**src/rtl/loop_bank_scheduler_if.sv**
```systemverilog
// Sample-pulse, bank-mask and RAM-strobe bundle for loop_bank_scheduler.
// The master side is the scheduler; the slave side is the RAM controller / sample path.
interface loop_bank_scheduler_if #(
  parameter int NUM_BANKS = 16,
  parameter int BANK_W    = $clog2(NUM_BANKS),
  parameter int BLOCK_W   = 22
);
  logic                 pulse;
  logic [NUM_BANKS-1:0] playing;
  logic [NUM_BANKS-1:0] recording;
  logic [NUM_BANKS-1:0] clear;
  logic [BLOCK_W-1:0]   max_block;
  logic                 read_valid;
  logic                 ram_cen;
  logic                 ram_oen;
  logic                 ram_wen;
  logic                 write_zero;
  logic                 get_data;
  logic                 data_ready;
  logic [BANK_W-1:0]    data_bank;
  logic                 rd_err;
  logic [BLOCK_W-1:0]   block_addr;
  logic [BANK_W-1:0]    bank;
  logic                 busy;
  logic                 overrun;

  modport master (
    input  pulse, playing, recording, clear, max_block, read_valid,
    output ram_cen, ram_oen, ram_wen, write_zero, get_data, data_ready,
           data_bank, rd_err, block_addr, bank, busy, overrun
  );

  modport slave (
    output pulse, playing, recording, clear, max_block, read_valid,
    input  ram_cen, ram_oen, ram_wen, write_zero, get_data, data_ready,
           data_bank, rd_err, block_addr, bank, busy, overrun
  );
endinterface

```
**src/rtl/loop_bank_scheduler.sv**
```systemverilog
// Per-sample loop bank scheduler: walks every bank once per sample pulse issuing clear/record/play/skip.
// Define LOOP_READ_TIMEOUT_EN to abort reads after READ_TIMEOUT cycles and report rd_err.
module loop_bank_scheduler #(
  parameter int NUM_BANKS    = 16,
  parameter int BANK_W       = $clog2(NUM_BANKS),
  parameter int BLOCK_W      = 22,
  parameter int WRITE_CYCLES = 62,
  parameter int READ_TIMEOUT = 255
) (
  input  logic                  clk,
  input  logic                  rst,
  loop_bank_scheduler_if.master bus
);

  typedef enum logic [2:0] {
    IDLE, DISPATCH, WRITE, READ, FLAG, ADVANCE
  } state_e;

  // One counter serves both the write hold and the read timeout, so size it for the larger.
  localparam int CNT_MAX = (WRITE_CYCLES > READ_TIMEOUT) ? WRITE_CYCLES : READ_TIMEOUT;
  localparam int CNT_W   = $clog2(CNT_MAX + 1);

  state_e               state_q, state_d;
  logic [BANK_W-1:0]    bank_q, bank_d;
  logic [BLOCK_W-1:0]   block_q, block_d;
  logic [NUM_BANKS-1:0] play_q, play_d, rec_q, rec_d, clr_q, clr_d;
  logic [CNT_W-1:0]     cnt_q, cnt_d;
  logic                 cen_q, cen_d, oen_q, oen_d, wen_q, wen_d;
  logic                 wz_q, wz_d, get_q, get_d, dr_q, dr_d;
  logic [BANK_W-1:0]    dbank_q, dbank_d;
  logic                 busy_q, busy_d, ovr_q, ovr_d;
`ifdef LOOP_READ_TIMEOUT_EN
  logic                 rderr_q, rderr_d;
`endif

  always_ff @(posedge clk or posedge rst) begin
    if (rst) begin
      state_q <= IDLE;
      bank_q  <= '0;
      block_q <= '0;
      play_q  <= '0;
      rec_q   <= '0;
      clr_q   <= '0;
      cnt_q   <= '0;
      cen_q   <= 1'b1;
      oen_q   <= 1'b1;
      wen_q   <= 1'b1;
      wz_q    <= 1'b0;
      get_q   <= 1'b0;
      dr_q    <= 1'b0;
      dbank_q <= '0;
      busy_q  <= 1'b0;
      ovr_q   <= 1'b0;
`ifdef LOOP_READ_TIMEOUT_EN
      rderr_q <= 1'b0;
`endif
    end else begin
      state_q <= state_d;
      bank_q  <= bank_d;
      block_q <= block_d;
      play_q  <= play_d;
      rec_q   <= rec_d;
      clr_q   <= clr_d;
      cnt_q   <= cnt_d;
      cen_q   <= cen_d;
      oen_q   <= oen_d;
      wen_q   <= wen_d;
      wz_q    <= wz_d;
      get_q   <= get_d;
      dr_q    <= dr_d;
      dbank_q <= dbank_d;
      busy_q  <= busy_d;
      ovr_q   <= ovr_d;
`ifdef LOOP_READ_TIMEOUT_EN
      rderr_q <= rderr_d;
`endif
    end
  end

  // Every output is computed from the next state so the registered value lines up with it.
  always_comb begin
    state_d = state_q;
    bank_d  = bank_q;
    block_d = block_q;
    play_d  = play_q;
    rec_d   = rec_q;
    clr_d   = clr_q;
    cnt_d   = cnt_q;
    cen_d   = 1'b1;
    oen_d   = 1'b1;
    wen_d   = 1'b1;
    wz_d    = 1'b0;
    get_d   = 1'b0;
    dr_d    = 1'b0;
    dbank_d = dbank_q;
    ovr_d   = bus.pulse && (state_q != IDLE);
`ifdef LOOP_READ_TIMEOUT_EN
    rderr_d = 1'b0;
`endif

    case (state_q)
      IDLE: begin
        if (bus.pulse) begin
          play_d  = bus.playing;
          rec_d   = bus.recording;
          clr_d   = bus.clear;
          bank_d  = '0;
          state_d = DISPATCH;
        end
      end

      DISPATCH: begin
        cnt_d = '0;
        if (clr_q[bank_q]) begin
          wz_d    = 1'b1;
          cen_d   = 1'b0;
          wen_d   = 1'b0;
          state_d = WRITE;
        end else if (rec_q[bank_q]) begin
          get_d   = 1'b1;
          cen_d   = 1'b0;
          wen_d   = 1'b0;
          state_d = WRITE;
        end else if (play_q[bank_q]) begin
          cen_d   = 1'b0;
          oen_d   = 1'b0;
          state_d = READ;
        end else begin
          dr_d    = 1'b1;
          dbank_d = bank_q;
          state_d = FLAG;
        end
      end

      WRITE: begin
        if (cnt_q == CNT_W'(WRITE_CYCLES - 1)) begin
          dr_d    = 1'b1;
          dbank_d = bank_q;
          state_d = FLAG;
        end else begin
          cnt_d = cnt_q + 1'b1;
          cen_d = 1'b0;
          wen_d = 1'b0;
          wz_d  = wz_q;
        end
      end

      READ: begin
        if (bus.read_valid) begin
          dr_d    = 1'b1;
          dbank_d = bank_q;
          state_d = FLAG;
        end
`ifdef LOOP_READ_TIMEOUT_EN
        else if (cnt_q == CNT_W'(READ_TIMEOUT - 1)) begin
          dr_d    = 1'b1;
          dbank_d = bank_q;
          rderr_d = 1'b1;
          state_d = FLAG;
        end
`endif
        else begin
`ifdef LOOP_READ_TIMEOUT_EN
          cnt_d = cnt_q + 1'b1;
`endif
          cen_d = 1'b0;
          oen_d = 1'b0;
        end
      end

      FLAG: begin
        if (bank_q == BANK_W'(NUM_BANKS - 1)) begin
          state_d = ADVANCE;
        end else begin
          bank_d  = bank_q + 1'b1;
          state_d = DISPATCH;
        end
      end

      ADVANCE: begin
        bank_d  = '0;
        state_d = IDLE;
        // An idle looper parks at block 0; the >= also catches a loop shortened under the pointer.
        if ((play_q | rec_q | clr_q) == '0) begin
          block_d = '0;
        end else if ((bus.max_block != '0) && (block_q >= bus.max_block - 1'b1)) begin
          block_d = '0;
        end else begin
          block_d = block_q + 1'b1;
        end
      end

      default: state_d = IDLE;
    endcase

    busy_d = (state_d != IDLE);
  end

  assign bus.ram_cen    = cen_q;
  assign bus.ram_oen    = oen_q;
  assign bus.ram_wen    = wen_q;
  assign bus.write_zero = wz_q;
  assign bus.get_data   = get_q;
  assign bus.data_ready = dr_q;
  assign bus.data_bank  = dbank_q;
  assign bus.block_addr = block_q;
  assign bus.bank       = bank_q;
  assign bus.busy       = busy_q;
  assign bus.overrun    = ovr_q;
`ifdef LOOP_READ_TIMEOUT_EN
  assign bus.rd_err     = rderr_q;
`else
  assign bus.rd_err     = 1'b0;
`endif

endmodule

```
**src/flat_wrapper.sv**
```systemverilog
// flat-port wrapper written by rule: the top's interface ports become plain ports
module loop_bank_scheduler_flat 
#(
  parameter int NUM_BANKS    = 16,
  parameter int BANK_W       = $clog2(NUM_BANKS),
  parameter int BLOCK_W      = 22,
  parameter int WRITE_CYCLES = 62,
  parameter int READ_TIMEOUT = 255
)
  (clk, rst, bus_pulse, bus_playing, bus_recording, bus_clear, bus_max_block, bus_read_valid, bus_ram_cen, bus_ram_oen, bus_ram_wen, bus_write_zero, bus_get_data, bus_data_ready, bus_data_bank, bus_rd_err, bus_block_addr, bus_bank, bus_busy, bus_overrun);
  loop_bank_scheduler_if #(.NUM_BANKS(NUM_BANKS), .BANK_W(BANK_W), .BLOCK_W(BLOCK_W)) bus_i ();
  input  logic clk;
  input  logic rst;
  input wire logic [$bits(bus_i.pulse)-1:0] bus_pulse;
  input wire logic [$bits(bus_i.playing)-1:0] bus_playing;
  input wire logic [$bits(bus_i.recording)-1:0] bus_recording;
  input wire logic [$bits(bus_i.clear)-1:0] bus_clear;
  input wire logic [$bits(bus_i.max_block)-1:0] bus_max_block;
  input wire logic [$bits(bus_i.read_valid)-1:0] bus_read_valid;
  output wire logic [$bits(bus_i.ram_cen)-1:0] bus_ram_cen;
  output wire logic [$bits(bus_i.ram_oen)-1:0] bus_ram_oen;
  output wire logic [$bits(bus_i.ram_wen)-1:0] bus_ram_wen;
  output wire logic [$bits(bus_i.write_zero)-1:0] bus_write_zero;
  output wire logic [$bits(bus_i.get_data)-1:0] bus_get_data;
  output wire logic [$bits(bus_i.data_ready)-1:0] bus_data_ready;
  output wire logic [$bits(bus_i.data_bank)-1:0] bus_data_bank;
  output wire logic [$bits(bus_i.rd_err)-1:0] bus_rd_err;
  output wire logic [$bits(bus_i.block_addr)-1:0] bus_block_addr;
  output wire logic [$bits(bus_i.bank)-1:0] bus_bank;
  output wire logic [$bits(bus_i.busy)-1:0] bus_busy;
  output wire logic [$bits(bus_i.overrun)-1:0] bus_overrun;
  assign bus_i.pulse = bus_pulse;
  assign bus_i.playing = bus_playing;
  assign bus_i.recording = bus_recording;
  assign bus_i.clear = bus_clear;
  assign bus_i.max_block = bus_max_block;
  assign bus_i.read_valid = bus_read_valid;
  assign bus_ram_cen = bus_i.ram_cen;
  assign bus_ram_oen = bus_i.ram_oen;
  assign bus_ram_wen = bus_i.ram_wen;
  assign bus_write_zero = bus_i.write_zero;
  assign bus_get_data = bus_i.get_data;
  assign bus_data_ready = bus_i.data_ready;
  assign bus_data_bank = bus_i.data_bank;
  assign bus_rd_err = bus_i.rd_err;
  assign bus_block_addr = bus_i.block_addr;
  assign bus_bank = bus_i.bank;
  assign bus_busy = bus_i.busy;
  assign bus_overrun = bus_i.overrun;
  loop_bank_scheduler #(.NUM_BANKS(NUM_BANKS), .BANK_W(BANK_W), .BLOCK_W(BLOCK_W), .WRITE_CYCLES(WRITE_CYCLES), .READ_TIMEOUT(READ_TIMEOUT)) u_core (.clk(clk), .rst(rst), .bus(bus_i));
endmodule
```
**config.mk**
```make
export PLATFORM = sky130hd
export DESIGN_NAME = loop_bank_scheduler_flat
export DESIGN_NICKNAME = d
export VERILOG_FILES = /design/src/rtl/loop_bank_scheduler_if.sv /design/src/rtl/loop_bank_scheduler.sv /design/src/flat_wrapper.sv
export SDC_FILE = /design/constraint.sdc
export NUM_CORES = 1
export LEC_CHECK = 0
export ABC_AREA = 1
export CAP_MARGIN = 25
export CORE_MARGIN = 2
export CORE_UTILIZATION = 53
export CTS_CLUSTER_SIZE = 20
export DETAILED_ROUTE_END_ITERATION = 10
export PLACE_DENSITY_LB_ADDON = 0.2
export SLEW_MARGIN = 30
export SYNTH_ARGS = -nofsm -noshare
export SYNTH_HDL_FRONTEND = slang
export SYNTH_SLANG_ARGS = --single-unit
export TNS_END_PERCENT = 5
```
**constraint.sdc**
```tcl
create_clock -name clk -period 4.8 [get_ports clk]
set_clock_uncertainty 0.2 [all_clocks]
set_input_delay 0.96 -clock clk [delete_from_list [all_inputs] [get_ports clk]]
set_output_delay 0.96 -clock clk [all_outputs]
set_load 0.005 [all_outputs]
```
Yosys cells after proc, flatten, opt, wreduce, memory -nomap -nowiden
Cells that the tools add are included.

Bits in registers: 97. Latch bits: 0. RAM bits: 0. ROM bits: 0. Word-level logic and storage cells: 99. Memories: 0.

$add $sub $neg: 4. Multipliers: 0. Div/mod/pow operators: 0. $lt $le $gt $ge: 2. Equality and inequality tests: 15. Shift-type cells: 0. Multiplexer cells: 46. Bitwise gates (word level): 2. Reduce and logical (&&, ||, !) cells: 14.

Operators with widths (count): 22-bit 2-to-1 mux (2); 16-bit OR (2); 4-bit 2-to-1 mux (7); 4-bit case mux with 3 select lines (2); 22-bit by 1-bit adder with 22-bit output, second input constant (1); 22-bit >= comparator (1); 22-bit nonzero test (1); 22-bit by 1-bit subtractor with 22-bit output, second input constant (1); 3-bit 2-to-1 mux (7); 1-bit 2-to-1 mux (17); 16-bit logical NOT (1); 8-bit case mux with 2 select lines (1); 3-bit case mux with 5 select lines (1); 2-bit != test, second input constant (7); 1-bit binary-select mux with 4-bit select (3); 3-bit nonzero test (4); 8-bit by 1-bit adder with 8-bit output, second input constant (1); 8-bit by 6-bit equality test with 1-bit output, second input constant (1); 8-bit 2-to-1 mux (1); 3-bit by 2-bit equality test with 1-bit output, second input constant (2); 3-bit equality test, second input constant (2); 1-bit case mux with 2 select lines (3); 1-bit case mux with 3 select lines (2); 6-bit AND reduction (1); 10 further kinds (12).

Depth between registers and ports, before layout
Depth after elaboration: 7. Depth in mapped cells: 19.

Least setup slack after synthesis
Ideal clock, no wire load.

Path type: in2reg. Start: in bus_max_block[0]. End: reg u_core.block_q[18] (netlist: u_core.bus.block_addr[18]). Library setup time: 116 ps. Arrival time: 3095 ps. Required time: 4484 ps. Setup slack: 1388 ps. Stages: 19. Buffers on the path: 1. Cell sequence: inv_1 > ha_1 > nand2_2 > inv_2 > nand3_2 > clkinv_2 > nand3_4 > nor4_1 > xor2_1 > inv_1 > ha_1 > nand4_1 > nor3_1 > nand3_1 > nand4_1 > nand2_2 > buf_6 > nand2_1 > nand2_1.

Cells in the longest elaborated chain, start to end: 5.

Ends and longest elaborated chain: from (decl) (RTL line flat_wrapper.sv:18) `input wire logic [$bits(bus_i.max_block)-1:0] bus_max_block;`; 22-bit by 1-bit subtractor with 22-bit output (RTL line loop_bank_scheduler.sv:186) `end else if ((bus.max_block != '0) && (block_q >= bus.max_block - 1'b1)) begin`; 22-bit >= comparator (RTL line loop_bank_scheduler.sv:186); 1-bit logical AND (*) (RTL line loop_bank_scheduler.sv:186); 22-bit 2-to-1 mux (*) (RTL line loop_bank_scheduler.sv:186); 22-bit 2-to-1 mux (*) (RTL line loop_bank_scheduler.sv:184) `if ((play_q | rec_q | clr_q) == '0) begin`; to (signal assigned) (RTL line loop_bank_scheduler.sv:60) `block_q <= block_d;`; to (decl) (RTL line loop_bank_scheduler.sv:25) `logic [BLOCK_W-1:0] block_q, block_d;`.

Mark *: on every way between the ends. The rest lies on a longest branch, timed or not. A chain may end at the register's enable or synchronous reset.

Worst setup path in the final report
Start: in bus_max_block[0]. End: reg u_core.block_q[20] (netlist: u_core.bus.block_addr[20]).

The elaborated chain is that of the path after synthesis.

==> results.md <==
- Number of global-route vias before repair: approximately 5.5k
- Crit Path Max Fanout: 22
- Design area: between 7000 and 8000 sq um
- Peak supply drop: roughly 0.39 mV
- RSZ-0062 raised after global routing: no
- Startpoint Class: input pin
- Synth warn: 0
- GPL Wtd Cong: 0.950
- Routed vias: roughly 5.7k
- Remaining antenna violation count: 0
- Final-report hold violation count: 0
- Clk sinks: 97
- Met3 Usage GRT: 0.0528
- Row count: 39
- CP arrival: approximately 4.1 ns
- Ys async rst share: 1.00
- Post CTS Setup Buffer Count: 0
- Post-synth EDFFs: 0
- Worst-path clk slew: ~0.060 ns
- Pre-CTS setup slack: 0.329 ns
- CTS Buffer Depth: 2
- Share of layout cells above drive strength 1: 0.0860
- Predominant post-synthesis flop cell: dfrtp_1
- Die area: 12500 sq um
- Register area share after synthesis: 0.394
- Max_slew headroom: 0.475
- First-pass GRT wire length: between 20000 and 30000 microns
- Yosys cell types: a little under 50
- Setup_tns: 0 ns
- Mapped cell area: 6170 sq um
- CTS buffer count: 9
- Drt pass-1 iters: 5
- Die width: 112 microns
- Avg Vias per Cell: approximately 5.4
- Status: finished clean
- Boundary pin count: 113
- Syn_area_per_cell: around 7.6 sq um
- Post-DP HPWL: 11400 microns
- Pwr Density: between 500 and 600 nW/um^2
- Layout overhead on the synthesized area: 24.1%
- Met1 usage: 0.337
- Final wirelength: 15300 microns
- Grt total ovfl: 0
- Max H-tree Level: 3
- Initial antenna violation count: 0
- Clock Latency Late Sink: ~0.34 ns
- Synth Register Bits: 97
- Final Setup Violations: 0
- # Max-Cap Violations: 0
- Buffers added on ports: ~110
- Remaining DRCs: 0
- Placed Area: 7360 sq um
- CTS root buf: clkbuf_16
- Filler cell count in the final layout: 967
- Worst EP required: around 4.8 ns
- Post_cts resized: 0
- Syn nets: ~910
- Global-route met2 utilization: 0.407
- Initial Utilization: 0.543
- Pin count of the biggest net entering global routing: 59
- Violation count after the first detailed-route iteration: roughly 330
- Minimum clock period: ~4.1 ns
- Ant diodes: 0
- TritonCTS clock tree: built
- Gate Count Post-Synth: ~810
- CORE AREA: 11400 sq um
- Wire per inst: 14.4 microns
- Hold crit path type: reg -> reg
- Total Routing Usage GR: 0.249
- Fmax: ~240 MHz
- Final worst slack: a little under 0.7 ns
- Part of the cycle the worst path needs: 0.855
- Lkg Pwr: approximately 0.0036 uW
- Nets: 1015
- DIE HEIGHT: ~110 microns
- Gr busiest metal: met2
- Crit path capture type: flop
- Hold_buf cts: 0
- Final Max Tran Viols: 0
- Slew of the pin with the lowest slew margin: 0.785 ns
- Critical path class: in -> reg
-- metal layers --
metal,up-vias,part of all wire
met5,-,0
met4,0,0.016
met3,25,0.057
met2,165,0.48
met1,2672,0.45
li1,2840,-
-- worst paths after layout --
kind,start,end,slack [ns],cells after the start
max,bus_max_block[0],u_core.bus.block_addr[20],0.69,19
min,u_core.bus.write_zero,u_core.bus.write_zero,0.32,1
max reg2reg,u_core.bus.block_addr[5],u_core.bus.block_addr[20],2.37,8
min reg2reg,u_core.bus.write_zero,u_core.bus.write_zero,0.32,1
max in group asynchronous,rst,u_core.bus.block_addr[0],2.74,3
min in group asynchronous,rst,u_core.cnt_q[3],0.82,2
-- worst max-delay path, cell delays in order --
cell and delay (ns):
clkdlybuf4s50_1 0.49, inv_1 0.12, ha_1 0.23, nand2_2 0.09, inv_2 0.07, nand3_2 0.08, clkinv_2 0.08, nand3_4 0.09
nor4_1 0.27, xor2_1 0.17, inv_1 0.05, ha_1 0.28, nand4_1 0.14, nor3_1 0.22, o21ai_0 0.15, nand4_1 0.12
nand2_2 0.27, nand2_1 0.17, nand2_1 0.06
-- stage by stage --
step,power [uW],utilization,hold WS (ns),std cells
finish,4150,0.674,0.315,1062
global route,4460,0.674,0.339,1062
global placement,3310,0.646,0.307,1046
floorplan,2720,-,0.292,811
detailed placement,3400,0.647,0.295,1046
CTS,4160,0.674,0.322,1062
-- cell type report --
class / instances / area, sq um / share of cell area
inverters: 91 / 349 / 0.0456
repair buffers: 116 / 1150 / 0.150
multi-input cells: 599 / 3250 / 0.424
clock buffers: 11 / 253 / 0.0330
flip-flops and latches: 97 / 2430 / 0.317
clock inverters: 5 / 53.8 / 0.00702
well taps: 143 / 179 / 0.0234
-- synth_stat cells (5+ instances only) --
cell type  instances  area share
mux2_2            11       0.020
nand2_2            7      0.0071
nand3_1           57       0.046
buf_2              9      0.0073
nor2_4             6       0.011
nor4_1             9      0.0091
o211ai_1           5      0.0061
nor2_1           109       0.066
xor2_1            22       0.031
nand3_2            5      0.0081
nand2_1          192        0.12
ha_1              27       0.055
xnor2_1           10       0.014
nor2_2             5      0.0051
a21oi_1           55       0.045
o21ai_0           17       0.014
buf_1              5      0.0030
buf_6              7       0.013
nand4_1           15       0.015
inv_1             85       0.052
dfrtp_1           94        0.38
nor3_1            19       0.015
-- cell usage in the layout, fill, tap and decap left out, types with 3 or more instances in the layout --
| cell | n |
|---|---|
| nand4_1 | 15 |
| buf_4 | 5 |
| clkbuf_16 | 9 |
| nand3_1 | 56 |
| nor2_1 | 109 |
| clkinv_2 | 5 |
| nand3_4 | 3 |
| nand2_1 | 192 |
| nor3_1 | 19 |
| xnor2_1 | 10 |
| mux2_2 | 11 |
| nor2_2 | 5 |
| clkdlybuf4s50_1 | 111 |
| ha_1 | 27 |
| nand2_2 | 7 |
| a21oi_1 | 55 |
| o211ai_1 | 5 |
| dfrtp_1 | 94 |
| nand3_2 | 5 |
| dfstp_2 | 3 |
| nor3_2 | 4 |
| inv_1 | 84 |
| o21ai_0 | 17 |
| nor4_1 | 9 |
| nor2_4 | 6 |
| xor2_1 | 22 |
| inv_2 | 4 |
-- power breakdown --
group,total (uW),leakage [uW],switching [uW],internal (uW)
sequential,1520,0.00112,345,1170
combinational,1890,0.00228,1080,809
clock,739,0.000155,308,431
total,4150,0.00356,1730,2410
-- kinds of logic (layout without fill, tap and decap cells) --
group / Yosys count / after routing / share of synthesized area
AOI/OAI and AO/OA: 89 / 89 / 0.0787
xor gates and xnor gates: 32 / 32 / 0.0454
adders and majority gates: 27 / 27 / 0.0547
buffers and inverters: 115 / 223 / 0.0819
DFF: 97 / 97 / 0.394
muxes: 11 / 11 / 0.0201
other: 1 / 1 / 0.000608
and+or+nand+nor: 439 / 439 / 0.325
-- registers in the layout (all words and copies together) (netlist names) --
signal / count
u_core.bus.block_addr: 22
u_core.clr_q: 16
u_core.play_q: 16
u_core.rec_q: 16
u_core.cnt_q: 8
u_core.bus.bank: 4
u_core.bus.data_bank: 4
u_core.state_q: 3
u_core.bus.busy: 1
u_core.bus.data_ready: 1
u_core.bus.get_data: 1
u_core.bus.overrun: 1
u_core.bus.ram_cen: 1
u_core.bus.ram_oen: 1
u_core.bus.ram_wen: 1
u_core.bus.write_zero: 1
(Power assumes the default switching activity.)
